File: src/rtl/hazard_pkg.sv
// Shared types and constants for the 5-stage pipeline hazard controller.
package hazard_pkg;

  typedef enum logic {
    RUN      = 1'b0,
    MEM_WAIT = 1'b1
  } state_t;

  localparam logic [1:0] FWD_NONE = 2'b00;
  localparam logic [1:0] FWD_WB   = 2'b01;
  localparam logic [1:0] FWD_MEM  = 2'b10;

  localparam logic [3:0] PC_REG = 4'd15;

  // R15 reads the PC, never a pipelined result, so it can never match.
  function automatic logic reg_match(input logic [3:0] a, input logic [3:0] b);
    return (a == b) && (a != PC_REG);
  endfunction

endpackage

File: src/rtl/forward_unit.sv
// EX-stage operand forwarding select for one source operand; MEM beats WB.
module forward_unit
  import hazard_pkg::*;
(
  input  logic [3:0] src,
  input  logic [3:0] dest_mem,
  input  logic       regw_mem,
  input  logic [3:0] dest_wb,
  input  logic       regw_wb,
  output logic [1:0] fwd_sel
);

  always_comb begin
    fwd_sel = FWD_NONE;
    if (regw_mem && reg_match(src, dest_mem)) begin
      fwd_sel = FWD_MEM;
    end else if (regw_wb && reg_match(src, dest_wb)) begin
      fwd_sel = FWD_WB;
    end
  end

endmodule

File: src/rtl/hazard_controller.sv
// Pipeline hazard controller: stall/flush generation, forwarding selects,
// data-memory freeze sequencing with watchdog, and saturating statistics.
module hazard_controller
  import hazard_pkg::*;
#(
  parameter int MEM_TIMEOUT = 64,
  parameter int CNT_W       = 16
) (
  input  logic             clk,
  input  logic             reset,
  input  logic [3:0]       regselector1_ID,
  input  logic [3:0]       regselector2_ID,
  input  logic             regUse1_ID,
  input  logic             regUse2_ID,
  input  logic [3:0]       regselector1_EX,
  input  logic [3:0]       regselector2_EX,
  input  logic [3:0]       regselectordest_EX,
  input  logic             regwBoolean_EX,
  input  logic             MemrBoolean_EX,
  input  logic             branchTaken_EX,
  input  logic [3:0]       regselectordest_MEM,
  input  logic             regwBoolean_MEM,
  input  logic             mem_req_MEM,
  input  logic             mem_ready,
  input  logic [3:0]       regselectordest_WB,
  input  logic             regwBoolean_WB,
  output logic             StallIF,
  output logic             StallID,
  output logic             StallEX,
  output logic             StallMEM,
  output logic             FlushID,
  output logic             FlushEX,
  output logic             FlushWB,
  output logic [1:0]       ForwardA_EX,
  output logic [1:0]       ForwardB_EX,
  output logic             mem_timeout,
  output logic [CNT_W-1:0] stall_cycles,
  output logic [CNT_W-1:0] flush_count
);

  localparam int WAIT_W = $clog2(MEM_TIMEOUT + 1);

  function automatic logic [CNT_W-1:0] sat_inc(input logic [CNT_W-1:0] v,
                                               input logic en);
    return (en && (v != {CNT_W{1'b1}})) ? v + CNT_W'(1) : v;
  endfunction

  state_t            state, next_state;
  logic [WAIT_W-1:0] wait_cnt, wait_nxt;
  logic              timeout_set;
  logic              flush_evt;
  logic              load_use;
  logic [1:0]        fwd_a, fwd_b;

  forward_unit u_fwd_a (
    .src      (regselector1_EX),
    .dest_mem (regselectordest_MEM),
    .regw_mem (regwBoolean_MEM),
    .dest_wb  (regselectordest_WB),
    .regw_wb  (regwBoolean_WB),
    .fwd_sel  (fwd_a)
  );

  forward_unit u_fwd_b (
    .src      (regselector2_EX),
    .dest_mem (regselectordest_MEM),
    .regw_mem (regwBoolean_MEM),
    .dest_wb  (regselectordest_WB),
    .regw_wb  (regwBoolean_WB),
    .fwd_sel  (fwd_b)
  );

  assign ForwardA_EX = reset ? FWD_NONE : fwd_a;
  assign ForwardB_EX = reset ? FWD_NONE : fwd_b;

  assign load_use = MemrBoolean_EX && regwBoolean_EX &&
                    ((regUse1_ID && reg_match(regselector1_ID, regselectordest_EX)) ||
                     (regUse2_ID && reg_match(regselector2_ID, regselectordest_EX)));

  always_comb begin
    next_state  = state;
    wait_nxt    = wait_cnt;
    timeout_set = 1'b0;
    flush_evt   = 1'b0;
    StallIF     = 1'b0;
    StallID     = 1'b0;
    StallEX     = 1'b0;
    StallMEM    = 1'b0;
    FlushID     = 1'b0;
    FlushEX     = 1'b0;
    FlushWB     = 1'b0;
    if (!reset) begin
      case (state)
        RUN: begin
          if (mem_req_MEM && !mem_ready) begin
            StallIF    = 1'b1;
            StallID    = 1'b1;
            StallEX    = 1'b1;
            StallMEM   = 1'b1;
            FlushWB    = 1'b1;
            next_state = MEM_WAIT;
            wait_nxt   = WAIT_W'(1);
          end else if (branchTaken_EX) begin
            FlushID   = 1'b1;
            FlushEX   = 1'b1;
            flush_evt = 1'b1;
          end else if (load_use) begin
            StallIF = 1'b1;
            StallID = 1'b1;
            FlushEX = 1'b1;
          end
        end
        MEM_WAIT: begin
          // Ready and watchdog expiry both release the freeze immediately;
          // pending branches are picked up in the following RUN cycle.
          if (mem_ready) begin
            next_state = RUN;
            wait_nxt   = '0;
          end else if (wait_cnt == WAIT_W'(MEM_TIMEOUT)) begin
            timeout_set = 1'b1;
            next_state  = RUN;
            wait_nxt    = '0;
          end else begin
            StallIF  = 1'b1;
            StallID  = 1'b1;
            StallEX  = 1'b1;
            StallMEM = 1'b1;
            FlushWB  = 1'b1;
            wait_nxt = wait_cnt + WAIT_W'(1);
          end
        end
        default: next_state = RUN;
      endcase
    end
  end

  always_ff @(posedge clk or posedge reset) begin
    if (reset) begin
      state    <= RUN;
      wait_cnt <= '0;
    end else begin
      state    <= next_state;
      wait_cnt <= wait_nxt;
    end
  end

  always_ff @(posedge clk or posedge reset) begin
    if (reset) begin
      mem_timeout  <= 1'b0;
      stall_cycles <= '0;
      flush_count  <= '0;
    end else begin
      if (timeout_set) begin
        mem_timeout <= 1'b1;
      end
      stall_cycles <= sat_inc(stall_cycles, StallID);
      flush_count  <= sat_inc(flush_count, flush_evt);
    end
  end

endmodule

File: config.mk
export PLATFORM = sky130hd
export DESIGN_NAME = hazard_controller
export DESIGN_NICKNAME = d
export VERILOG_FILES = /design/src/rtl/hazard_pkg.sv /design/src/rtl/forward_unit.sv /design/src/rtl/hazard_controller.sv
export SDC_FILE = /design/constraint.sdc
export NUM_CORES = 1
export LEC_CHECK = 0
export CORE_UTILIZATION = 57
export CTS_BUF_LIST = sky130_fd_sc_hd__clkbuf_4
export CTS_CLUSTER_SIZE = 14
export DETAILED_ROUTE_END_ITERATION = 12
export DONT_BUFFER_PORTS = 1
export GPL_TIMING_DRIVEN = 0
export PLACE_DENSITY = 0.72
export SLEW_MARGIN = 5
export SYNTH_ARGS = -nofsm -noshare
export SYNTH_HDL_FRONTEND = slang
export SYNTH_SLANG_ARGS = --single-unit
File: constraint.sdc
create_clock -name clk -period 3.25 [get_ports clk]
set_input_delay 0.65 -clock clk [delete_from_list [all_inputs] [get_ports clk]]
set_output_delay 0.65 -clock clk [all_outputs]
set_load 0.02 [all_outputs]
==> qor.yml <==
n_antenna_cell: 0
cp_data_required_time_ps: 2600
die_area_mm2: 0.004412
global_route.overflow_total: 0
clockBufferDepth: 2
leakage_uw: 0.001167
wl_mm: 4.569
overall_routing_resource_usage_pct: 21.88
tightest_slew_ps: 876.0
holdBufCountCts: 0
first_global_vias: 1673
ys_ff_latch: 41
type_of_origin_of_the_critical_path: "flip-flop"
maxClockFrequency_mhz: 331.5
synth_enable_flop_cells: 0
rsz0062_at_grt: "no"
yosys.area_share.xor_xnor_pct: 19.25
pin_count_of_the_biggest_net_entering_global_routing: 44
synth_cell_types: 39
mux_cell_area_share_after_synthesis_pct: 2.221
grtUsageMet1_pct: 24.94
flow.area_growth_from_synthesis_pct: 7.827
worstPathMaxFanout: 9
timing.final.setup_violations: 0
synth.yosys.warnings: 0
async_flop_share_pct: 100.0
synth-compound-area-share_pct: 5.341
critical_path_class: "flip-flop to output port"
worst_setup_path_startpoint: "wait_cnt[0]"
cts_sinks: 41
syn-instance-count: 238
synth.top_cells.by_area: "sky130_fd_sc_hd__dfrtp_1 43%, sky130_fd_sc_hd__xor2_1 11%, sky130_fd_sc_hd__xnor2_1 8.1%"
drv.max_cap_violation_count: 0
min-delay-path-class: "input pin to async pin"
finish.utilization_pct: 63.78
netlist.top_cell.by_area: "sky130_fd_sc_hd__dfrtp_1"
antenna_found_initial: 0
power-per-cell-area_mw_per_mm2: 539.6
vdd_drop_max_v: 0.0003097
post-layout-total-power_uw: 1377
floorplan.rows: 23
synth_top_family_by_area: "simple AND/OR/NAND/NOR gates"
layout.area.seq_mm2: 0.001026
globalRouteMet3Util_pct: 7.069
slew_headroom_pct: 41.06
port-buffer-count: 0
critPathCaptureType: "output port"
route.detailed.vias_per_inst: 5.879
post_synth_and_or_nand_nor_area_fraction_pct: 25.38
r2r_start: "wait_cnt[0]"
worstPathArrival_ps: 2370
synth_adder_area_share_pct: 2.115
synth_nets: 281
synth_seq_area_share_pct: 43.36
route.vias.total: 1746
finalCriticalPeriod_ps: 3016
global_route.usage.met2_pct: 38.78
drc_errors: 0
start_util_pct: 59.15
detail_route.first_pass.iterations: 4
htreeDepth: 2
cts_buffers: 5
num-fill-cells: 332
multi_input_comb_area_mm2: 0.001297
cts.clk_slew.worst_paths_ps: 130
route.detailed.wl_per_inst_um: 15.38
ant_nets: 0
synthesis.area_mm2: 0.002366
clock_insertion_delay_worst_skew_ps: 340
finalHoldViolCount: 0
final_min_period_over_clock_period_pct: 92.81
synth_ff_type: "sky130_fd_sc_hd__dfrtp_1"
cts_root_buffer: "sky130_fd_sc_hd__clkbuf_4"
die_w_um: 66.43
drt_iter0_drc: 90
ioPinCount: 83
tritoncts: "done"
final_nets: 289
fp.dieH_um: 66.43
fin_worst_skew_ps: 11.99
gp_congestion: 0.7635
final_layout_size_suffix_gt1_share_pct: 9.717
grt_busiest_layer: "met2"
total_half_perimeter_wirelength_after_legalization_and_detailed_placement_mm: 3.546
wire_length_of_the_first_global_routing_pass_mm: 7.189
avg_inst_size_synth_um2: 9.941
timing_max_transition_violations_final: 0
status: "completed"
floorplan.core_area_mm2: 0.004000
netlist.area_leader.share_pct: 43.36
-- final timing paths --
kind                            depth (start not counted)                to  slack [ps]
worst max-delay path                                    7           StallIF         230
worst min-delay path                                    1       wait_cnt[3]         340
worst max register to register                          8  stall_cycles[11]         780
worst min register to register                          2       wait_cnt[6]         580
max in group asynchronous                               1   flush_count[10]        2370
min in group clk                                        1             state         420
-- timing repair --
action,CTS,global route
setup endpoints to repair,4,1
setup buffers,0,1
gates resized for setup,1,0
-- sequential cells by signal (all words and copies together), names as in the netlist --
name,cells
wait_cnt,7
state,1
flush_count,16
mem_timeout,1
stall_cycles,16
-- where the power goes --
group | leakage (µW) | switching (µW) | internal, µW
clock network | 0.0000552 | 163 | 238
registers | 0.000547 | 193 | 582
logic | 0.000565 | 97.6 | 104
-- synthesized netlist by cell type (2+ instances only) --
cell,instances
sky130_fd_sc_hd__xor2_1,30
sky130_fd_sc_hd__nand4_1,15
sky130_fd_sc_hd__a21o_1,2
sky130_fd_sc_hd__mux2_4,2
sky130_fd_sc_hd__nor2_1,20
sky130_fd_sc_hd__o21ai_0,6
sky130_fd_sc_hd__inv_1,6
sky130_fd_sc_hd__nand2b_1,2
sky130_fd_sc_hd__dfrtp_1,41
sky130_fd_sc_hd__ha_1,4
sky130_fd_sc_hd__and2_1,4
sky130_fd_sc_hd__nor3b_1,2
sky130_fd_sc_hd__nand3_1,22
sky130_fd_sc_hd__and4_1,3
sky130_fd_sc_hd__nor3_1,3
sky130_fd_sc_hd__nand2_1,16
sky130_fd_sc_hd__a31oi_1,2
sky130_fd_sc_hd__buf_4,3
sky130_fd_sc_hd__xnor2_1,22
sky130_fd_sc_hd__mux2_2,2
sky130_fd_sc_hd__a21oi_1,3
sky130_fd_sc_hd__nor2b_1,2
sky130_fd_sc_hd__and3_1,7
sky130_fd_sc_hd__nor4_1,4
-- area by class of cell --
cell class	instances	area share (%)
Buffer	4	1.030
Clock buffer	5	1.471
Clock inverter	3	2.550
Inverter	7	1.128
Multi-Input combinational cell	186	50.86
Sequential cell	41	40.22
Tap cell	50	2.452
Timing Repair Buffer	1	0.2943
-- critical path, stage by stage, from the launching register on --
cell,delay [ps]
sky130_fd_sc_hd__dfrtp_1,390
sky130_fd_sc_hd__inv_1,70
sky130_fd_sc_hd__ha_1,190
sky130_fd_sc_hd__nor3b_4,160
sky130_fd_sc_hd__a2111oi_4,770
sky130_fd_sc_hd__a21oi_4,100
sky130_fd_sc_hd__inv_4,170
sky130_fd_sc_hd__buf_4,160
-- per-layer routing --
layer / part of all wire [%] / routed length (µm)
met5: 0 / 0
met2: 50 / 2289
met3: 7.0 / 322
met4: 0.90 / 41
met1: 42 / 1915
-- cells by family after synthesis --
| group | count (synthesis) |
|---|---|
| buf+inv | 11 |
| simple gates | 108 |
| fa+ha+maj | 4 |
| compound gates | 18 |
| xor+xnor | 52 |
| flops | 41 |
| mux | 4 |
-- stage by stage --
stage | cells | worst slack (ps) | hold WS (ps) | area [µm²] | TNS (ps)
2_1_floorplan | 238 | 89.79 | 514.0 | 2366 | 0
6_report | 297 | 233.8 | 344.5 | 2551 | 0
4_1_cts | 296 | 69.63 | 363.0 | 2544 | 0
5_1_grt | 297 | 21.65 | 397.6 | 2551 | 0
3_3_place_gp | 288 | -329.7 | 541.8 | 2429 | -329.7
3_5_place_dp | 288 | 70.26 | 545.6 | 2429 | 0
-- cells in the final DEF (no fill, tap or decap), types with 4 or more instances in the layout --
master / Yosys / layout
sky130_fd_sc_hd__ha_1: 4 / 4
sky130_fd_sc_hd__xor2_1: 30 / 30
sky130_fd_sc_hd__nor2_1: 20 / 20
sky130_fd_sc_hd__o21ai_0: 6 / 6
sky130_fd_sc_hd__dfrtp_1: 41 / 41
sky130_fd_sc_hd__nand4_1: 15 / 15
sky130_fd_sc_hd__inv_1: 6 / 5
sky130_fd_sc_hd__and2_1: 4 / 4
sky130_fd_sc_hd__nand2_1: 16 / 16
sky130_fd_sc_hd__buf_4: 3 / 4
sky130_fd_sc_hd__nand3_1: 22 / 22
sky130_fd_sc_hd__xnor2_1: 22 / 22
sky130_fd_sc_hd__nor4_1: 4 / 4
sky130_fd_sc_hd__clkbuf_4: 0 / 5
sky130_fd_sc_hd__and3_1: 7 / 7
(Power assumes the default switching activity.)
